### config.mk
export PLATFORM = sky130hd
export DESIGN_NAME = wrap_word_combine_pipe
export DESIGN_NICKNAME = d
export VERILOG_FILES = /design/src/rtl/wrap_word_combine_pipe.sv
export SDC_FILE = /design/constraint.sdc
export NUM_CORES = 1
export LEC_CHECK = 0
export CAP_MARGIN = 20
export CORE_MARGIN = 8
export CORE_UTILIZATION = 50
export CTS_CLUSTER_DIAMETER = 80
export DETAILED_ROUTE_END_ITERATION = 16
export DONT_BUFFER_PORTS = 1
export PLACE_DENSITY = 0.76
export SYNTH_ARGS = -nofsm -noshare
export SYNTH_HDL_FRONTEND = slang
export SYNTH_SLANG_ARGS = --single-unit
### constraint.sdc
create_clock -name clk -period 9.1 [get_ports clk]
set_input_delay 1.82 -clock clk [delete_from_list [all_inputs] [get_ports clk]]
set_output_delay 1.82 -clock clk [all_outputs]
set_load 0.02 [all_outputs]
### src/rtl/wrap_word_combine_pipe.sv
// Pipelined wrap-boundary word combiner: input FIFO, extract stage, registered output stage.
// Define WRAP_COMBINE_CNT_EN to add the done_cnt / mode_a_cnt transfer counters.
module wrap_word_combine_pipe #(
    parameter int WORD_WIDTH = 32,
    parameter int TAIL_BITS  = 5,
    parameter int SHIFT_W    = 16,
    parameter int IDX_W      = 6,
    parameter int TAG_W      = 4,
    parameter int DEPTH      = 4
) (
    input  logic                  clk,
    input  logic                  rst_n,
    input  logic                  in_valid,
    output logic                  in_ready,
    input  logic [TAG_W-1:0]      in_tag,
    input  logic [SHIFT_W-1:0]    in_shift,
    input  logic [IDX_W-1:0]      in_shift_idx,
    input  logic [WORD_WIDTH-1:0] in_word_zero,
    input  logic [WORD_WIDTH-1:0] in_word_lm1,
    input  logic [WORD_WIDTH-1:0] in_word_last,
    input  logic [WORD_WIDTH-1:0] in_acc_word,
    output logic                  out_valid,
    input  logic                  out_ready,
    output logic [TAG_W-1:0]      out_tag,
    output logic [WORD_WIDTH-1:0] out_result,
    output logic                  busy
`ifdef WRAP_COMBINE_CNT_EN
   ,output logic [15:0]           done_cnt,
    output logic [15:0]           mode_a_cnt
`endif
);
    localparam int W  = WORD_WIDTH;
    localparam int T  = TAIL_BITS;
    localparam int XW = 2 * W + T;
    localparam int AW = $clog2(DEPTH);
    localparam int CW = AW + 1;
    localparam logic [IDX_W-1:0] K_MAX = IDX_W'(W - T);

    logic [TAG_W-1:0]   fifo_tag  [DEPTH];
    logic [SHIFT_W-1:0] fifo_shift[DEPTH];
    logic [IDX_W-1:0]   fifo_idx  [DEPTH];
    logic [W-1:0]       fifo_zero [DEPTH];
    logic [W-1:0]       fifo_lm1  [DEPTH];
    logic [T-1:0]       fifo_last [DEPTH];
    logic [W-1:0]       fifo_acc  [DEPTH];

    logic [AW-1:0]    wr_ptr_q, wr_ptr_d, rd_ptr_q, rd_ptr_d;
    logic [CW-1:0]    count_q, count_d;
    logic             s1_valid_q, s1_valid_d;
    logic [W-1:0]     s1_c_q, s1_c_d, s1_acc_q, s1_acc_d;
    logic [TAG_W-1:0] s1_tag_q, s1_tag_d;
    logic             out_valid_q, out_valid_d;
    logic [W-1:0]     out_result_q, out_result_d;
    logic [TAG_W-1:0] out_tag_q, out_tag_d;
`ifdef WRAP_COMBINE_CNT_EN
    logic             s1_mode_a_q, s1_mode_a_d, s2_mode_a_q, s2_mode_a_d;
    logic [15:0]      done_cnt_q, done_cnt_d, mode_a_cnt_q, mode_a_cnt_d;
`endif

    logic             push, s1_load, s2_load, head_mode_a;
    logic [SHIFT_W-1:0] head_t;
    logic [IDX_W-1:0] head_k;
    logic [W-1:0]     head_z, head_c;

    // Head extraction; all shifts evaluated at 2W+T bits so k up to W never overflows.
    always_comb begin
        head_t      = fifo_shift[rd_ptr_q] % SHIFT_W'(W);
        head_k      = fifo_idx[rd_ptr_q];
        head_z      = fifo_zero[rd_ptr_q] & ~({W{1'b1}} << head_k);
        head_mode_a = head_t >= SHIFT_W'(T);
        if (head_mode_a) begin
            head_c = (head_k > K_MAX) ? '0 :
                     W'({head_z, fifo_last[rd_ptr_q], fifo_lm1[rd_ptr_q]} >> (32'(head_k) + T));
        end else begin
            head_c = W'((XW'(head_z) << head_t) |
                        (XW'(fifo_last[rd_ptr_q]) >> (SHIFT_W'(T) - head_t)));
        end
    end

    always_comb begin
        in_ready = (count_q != CW'(DEPTH));
        push     = in_valid && in_ready;
        s2_load  = s1_valid_q && (!out_valid_q || out_ready);
        s1_load  = (count_q != '0) && (!s1_valid_q || s2_load);

        wr_ptr_d     = push    ? wr_ptr_q + AW'(1) : wr_ptr_q;
        rd_ptr_d     = s1_load ? rd_ptr_q + AW'(1) : rd_ptr_q;
        count_d      = count_q + CW'(push) - CW'(s1_load);

        s1_valid_d   = s1_valid_q;
        s1_c_d       = s1_c_q;
        s1_acc_d     = s1_acc_q;
        s1_tag_d     = s1_tag_q;
        out_valid_d  = out_valid_q;
        out_result_d = out_result_q;
        out_tag_d    = out_tag_q;
`ifdef WRAP_COMBINE_CNT_EN
        s1_mode_a_d  = s1_mode_a_q;
        s2_mode_a_d  = s2_mode_a_q;
        done_cnt_d   = done_cnt_q;
        mode_a_cnt_d = mode_a_cnt_q;
        if (out_valid_q && out_ready) begin
            done_cnt_d   = done_cnt_q + 16'd1;
            mode_a_cnt_d = mode_a_cnt_q + 16'(s2_mode_a_q);
        end
`endif

        if (s1_load) begin
            s1_valid_d  = 1'b1;
            s1_c_d      = head_c;
            s1_acc_d    = fifo_acc[rd_ptr_q];
            s1_tag_d    = fifo_tag[rd_ptr_q];
`ifdef WRAP_COMBINE_CNT_EN
            s1_mode_a_d = head_mode_a;
`endif
        end else if (s2_load) begin
            s1_valid_d  = 1'b0;
        end

        if (s2_load) begin
            out_valid_d  = 1'b1;
            out_result_d = s1_acc_q ^ s1_c_q;
            out_tag_d    = s1_tag_q;
`ifdef WRAP_COMBINE_CNT_EN
            s2_mode_a_d  = s1_mode_a_q;
`endif
        end else if (out_ready) begin
            out_valid_d  = 1'b0;
        end
    end

    always_ff @(posedge clk) begin
        if (push) begin
            fifo_tag[wr_ptr_q]   <= in_tag;
            fifo_shift[wr_ptr_q] <= in_shift;
            fifo_idx[wr_ptr_q]   <= in_shift_idx;
            fifo_zero[wr_ptr_q]  <= in_word_zero;
            fifo_lm1[wr_ptr_q]   <= in_word_lm1;
            fifo_last[wr_ptr_q]  <= in_word_last[T-1:0];
            fifo_acc[wr_ptr_q]   <= in_acc_word;
        end
    end

    always_ff @(posedge clk or negedge rst_n) begin
        if (!rst_n) begin
            wr_ptr_q     <= '0;
            rd_ptr_q     <= '0;
            count_q      <= '0;
            s1_valid_q   <= 1'b0;
            s1_c_q       <= '0;
            s1_acc_q     <= '0;
            s1_tag_q     <= '0;
            out_valid_q  <= 1'b0;
            out_result_q <= '0;
            out_tag_q    <= '0;
`ifdef WRAP_COMBINE_CNT_EN
            s1_mode_a_q  <= 1'b0;
            s2_mode_a_q  <= 1'b0;
            done_cnt_q   <= '0;
            mode_a_cnt_q <= '0;
`endif
        end else begin
            wr_ptr_q     <= wr_ptr_d;
            rd_ptr_q     <= rd_ptr_d;
            count_q      <= count_d;
            s1_valid_q   <= s1_valid_d;
            s1_c_q       <= s1_c_d;
            s1_acc_q     <= s1_acc_d;
            s1_tag_q     <= s1_tag_d;
            out_valid_q  <= out_valid_d;
            out_result_q <= out_result_d;
            out_tag_q    <= out_tag_d;
`ifdef WRAP_COMBINE_CNT_EN
            s1_mode_a_q  <= s1_mode_a_d;
            s2_mode_a_q  <= s2_mode_a_d;
            done_cnt_q   <= done_cnt_d;
            mode_a_cnt_q <= mode_a_cnt_d;
`endif
        end
    end

    assign out_valid  = out_valid_q;
    assign out_result = out_result_q;
    assign out_tag    = out_tag_q;
    assign busy       = (count_q != '0) | s1_valid_q | out_valid_q;
`ifdef WRAP_COMBINE_CNT_EN
    assign done_cnt   = done_cnt_q;
    assign mode_a_cnt = mode_a_cnt_q;
`endif

endmodule

==> flow_results.org <==
** Clocking
- Clock root cell :: sky130_fd_sc_hd__clkbuf_16
- TritonCTS built the clock tree.
- Maximum clock path buffer count :: 3
- In this run, post-CTS repair resized a total of 0 instances.
- The number of clock buffers added by TritonCTS is 56.
- Clk pin slew, worst setup/hold paths :: 60 ps
- Clock sink count :: 557
- Buffers inserted to repair hold after CTS numbered 0.
- The later pin in the worst-skew pair is clocked with a latency of 600 ps.
- H-tree level count :: 2
- Once the clock tree was built, the setup fixing pass inserted 0 buffers.

** Placement
- Placed wire-length estimate :: 44,480 um
- Port Buf Inserts :: 0
- Post-Place Worst Slack :: 4235 ps
- Global placer's final weighted congestion :: 0.9582
- Once placement finished, the instance area stood at 0.02614 mm^2.
- Once placement completed, the tool counted placed cells totaling 2,310.

** Routing
- Wires add up to 66,860 um.
- WL per Instance :: 27.67 um
- Routed vias/inst :: 6.314
- # DRC :: 0
- Drt initial violations :: 1,588
- Final antenna-violating net count :: 0
- The detailed router placed 15,250 vias in this run.
- First-pass DRT Iterations :: 6

** Timing
- The max-slew violation total from the final report was 0.
- Slew of the pin with the lowest slew margin :: 1052 ps
- After routing, the total negative slack on setup checks comes to 0 ps.
- Post-layout min period :: 4953 ps
- Maximum achievable frequency :: 201.9 MHz
- Setup violations remaining at the end of the flow were counted as 0.
- RSZ-0062 raised after global routing :: no
- Final hold vios :: 0
- Post-Route Skew :: 28.09 ps
- Period utilization :: 54.43%
- After layout, the worst setup slack is 4147 ps.
- Slew HR :: 28.96%

** Final layout
- After the last flow step, the layout net total stands at 1,856.
- Cell Count, Final, Fillers Out :: 2,416
- Compared with the post-synthesis result, the final layout area differs by 9.165%.
- Final std cell area, no fill :: 0.02803 mm^2
- In the final layout, the share of cells above drive strength 1 is 18.27%.

** Global routing
- First-pass GRT wire length :: 101,200 um
- Gr busiest metal :: met2
- For met2 alone, demand over resource in global routing was 37.04%.
- The number of global-route vias before repair was 15,630.
- Met1 capacity usage during global routing :: 29.05%
- Overall overflow remaining after global route :: 0
- Entering global routing, the biggest net connects 114 pins.
- Initial antenna violation count :: 1
- Total Routing Usage GR :: 22.41%
- Global routing used 4.876% of the available met3 tracks.

** Die
- Effective utilization at floorplan :: 50.26%
- Area of the die :: 0.05886 mm^2
- During I/O placement, the number of pins put on the boundary was 197.
- Chip Width :: 242.6 um
- The die is 242.6 um tall.
- Number of rows created at floorplan :: 83
- Core area :: 0.05109 mm^2

** Synth
- The synthesized netlist devotes 8.707% of its cell area to compound gates.
- Share of synthesized cell area in full adder, half adder and majority cells :: 0.4678%
- Yosys mapped a number of flops with a built-in enable equal to 444.
- Synthesized Nets :: 1,898
- Main flop type after synthesis :: sky130_fd_sc_hd__edfxtp_1
- In the synthesized netlist the async set-or-reset flop fraction comes to 20.29%.
- Mux contribution to synthesized area :: 18.21%
- The commonest cells after synthesis are 444 x sky130_fd_sc_hd__edfxtp_1, 219 x sky130_fd_sc_hd__nand2_1, 121 x sky130_fd_sc_hd__mux2i_1, 113 x sky130_fd_sc_hd__dfrtp_1, 110 x sky130_fd_sc_hd__mux4_2.
- In this run the biggest area consumer among cell types represents 51.92% of the synthesized area.
- Each instance of the synthesized netlist takes up on average 14.83 um^2.
- Most instantiated library cell after synthesis :: sky130_fd_sc_hd__edfxtp_1
- Synth cell types :: 79
- Summed over all instances, the cell type with the most area after synthesis is sky130_fd_sc_hd__edfxtp_1.
- After synthesis the netlist holds a flip-flop and latch count of 557.
- Simple-gate portion of the synthesized area :: 5.745%
- Of the total synthesized cell area, the portion taken by XOR and XNOR cells is 1.262%.
- Number of standard cells after synthesis :: 1,731
- Ranked by total cell area, the synthesized netlist is headed by sky130_fd_sc_hd__edfxtp_1 52%, sky130_fd_sc_hd__dfrtp_1 11%, sky130_fd_sc_hd__mux4_2 9.6%, sky130_fd_sc_hd__mux2i_1 4.7%, sky130_fd_sc_hd__nand2_1 3.2%.
- Area of the mapped netlist :: 0.02568 mm^2
- The Yosys step of the flow raised 0 warnings.
- For this run, the register share of the synthesized area comes to 62.93%.
- Combinational family with the most area after synthesis :: multiplexers

** Power
- Power density cells :: 438.7 mW/mm^2
- For this design the static power due to leakage is 0.009860 uW.
- Worst IR drop on VDD :: 0.2256 mV

** Setup path
- Maximum fanout encountered on the critical timing path :: 47
- Data arrival at the endpoint of the critical path :: 5490 ps
- Data required time of the worst path :: 9630 ps
- Category of the worst setup path capture point :: register
- STA classifies the critical path startpoint as a register.
- Cell count of the worst reg-to-reg path :: 11
- Worst setup path startpoint :: rd_ptr_q[1]
- Critical path start-end classification :: reg -> reg
- The worst register-to-register path begins at rd_ptr_q[1].

** Min path
- Worst hold path depth :: 2
- Classification of the worst-slack hold path :: reg -> reg
- The worst hold path begins at s1_tag_q[3].

** Status
- The flow ran to the end, and the final reports show no timing, DRC or antenna violations.

** Flow run
- Number of max-capacitance violations reported :: 0
-- where the power goes --
part	leakage [uW]	internal, uW	switching, uW
combinational	0.00350	2240	3840
clock	0.000910	1370	959
sequential	0.00545	3460	432
-- logic make-up (layout without fill, tap and decap cells) --
kind of cell | Yosys count | count (layout)
AOI/OAI and AO/OA | 330 | 330
xor gates and xnor gates | 37 | 37
adders and majority gates | 9 | 9
buffers and inverters | 142 | 146
DFF | 557 | 557
muxes | 309 | 309
other | 0 | 1
and+or+nand+nor | 347 | 347
-- stage by stage --
| stage | total power [uW] | util (%) | hold slack (ps) |
|---|---|---|---|
| final | 12300 | 54.86 | 478.7 |
| after global routing | 12910 | 54.86 | 512.4 |
| after CTS | 12290 | 54.85 | 487.3 |
| after detailed placement | 9926 | 51.16 | 472.2 |
| after global placement | 9871 | 51.16 | 457.1 |
| after floorplan | 8160 | - | 441.8 |
-- sequential cells by signal (all words and copies together), names as in the netlist, 16 cells and up --
register and flops:
fifo_acc 128, s1_c_q 32, fifo_shift 20, fifo_idx 24, s1_acc_q 32, fifo_lm1 108, fifo_tag 16, fifo_zero 128
fifo_last 20, out_result 32
-- critical path: stages (launching register included) --
cell and delay (ps):
sky130_fd_sc_hd__dfrtp_4 570, sky130_fd_sc_hd__buf_4 390, sky130_fd_sc_hd__buf_4 470, sky130_fd_sc_hd__mux2i_1 150
sky130_fd_sc_hd__mux2_2 500, sky130_fd_sc_hd__inv_1 120, sky130_fd_sc_hd__buf_4 450, sky130_fd_sc_hd__a211o_1 290
sky130_fd_sc_hd__a21oi_2 140, sky130_fd_sc_hd__or4_1 920, sky130_fd_sc_hd__a211oi_1 600, sky130_fd_sc_hd__a221o_1 200
-- cell usage in the layout (no fill, tap or decap), types with 8 or more instances in the layout --
cell / n
sky130_fd_sc_hd__inv_1: 14
sky130_fd_sc_hd__nor3_1: 16
sky130_fd_sc_hd__clkinv_2: 10
sky130_fd_sc_hd__nand2_1: 217
sky130_fd_sc_hd__a221o_1: 14
sky130_fd_sc_hd__clkinv_1: 9
sky130_fd_sc_hd__o221ai_1: 15
sky130_fd_sc_hd__edfxtp_1: 444
sky130_fd_sc_hd__a211oi_1: 13
sky130_fd_sc_hd__o21ai_0: 88
sky130_fd_sc_hd__a21oi_1: 49
sky130_fd_sc_hd__mux2_2: 70
sky130_fd_sc_hd__a211o_1: 9
sky130_fd_sc_hd__mux4_2: 109
sky130_fd_sc_hd__a221oi_1: 8
sky130_fd_sc_hd__o22ai_1: 29
sky130_fd_sc_hd__ha_1: 8
sky130_fd_sc_hd__o211ai_1: 17
sky130_fd_sc_hd__nand3_1: 17
sky130_fd_sc_hd__clkbuf_16: 57
sky130_fd_sc_hd__nor2_1: 46
sky130_fd_sc_hd__mux2i_1: 121
sky130_fd_sc_hd__a31oi_1: 13
sky130_fd_sc_hd__xnor2_1: 36
sky130_fd_sc_hd__dfrtp_1: 111
sky130_fd_sc_hd__buf_4: 25
-- layer usage --
metal  share of wire (%)  vias up
met3                 7.1      128
met4                 3.6        0
met2                  49      579
met1                  40     7819
li1                    -     6728
met5                   0        -
-- path summary, 6_finish.rpt --
path / endpoint / slack, ps
min in group asynchronous: count_q[2] / 910
max in group asynchronous: rd_ptr_q[1] / 7990
hold / removal: s1_tag_q[3] / 480
setup / recovery: s1_c_q[1] / 4150
setup reg to reg: s1_c_q[1] / 4150
hold reg to reg: s1_tag_q[3] / 480
-- layout make-up --
cell class                      count  area, um^2
Fill cell                        4035       23060
Sequential cell                   557       16170
Multi-Input combinational cell   1032        8872
Clock buffer                       66        1480
Tap cell                          680       850.8
Clock inverter                     38       405.4
Timing Repair Buffer               26       192.7
Inverter                           16       60.06
Antenna cell                        1       2.502
Power figures use the tool's default switching activity.
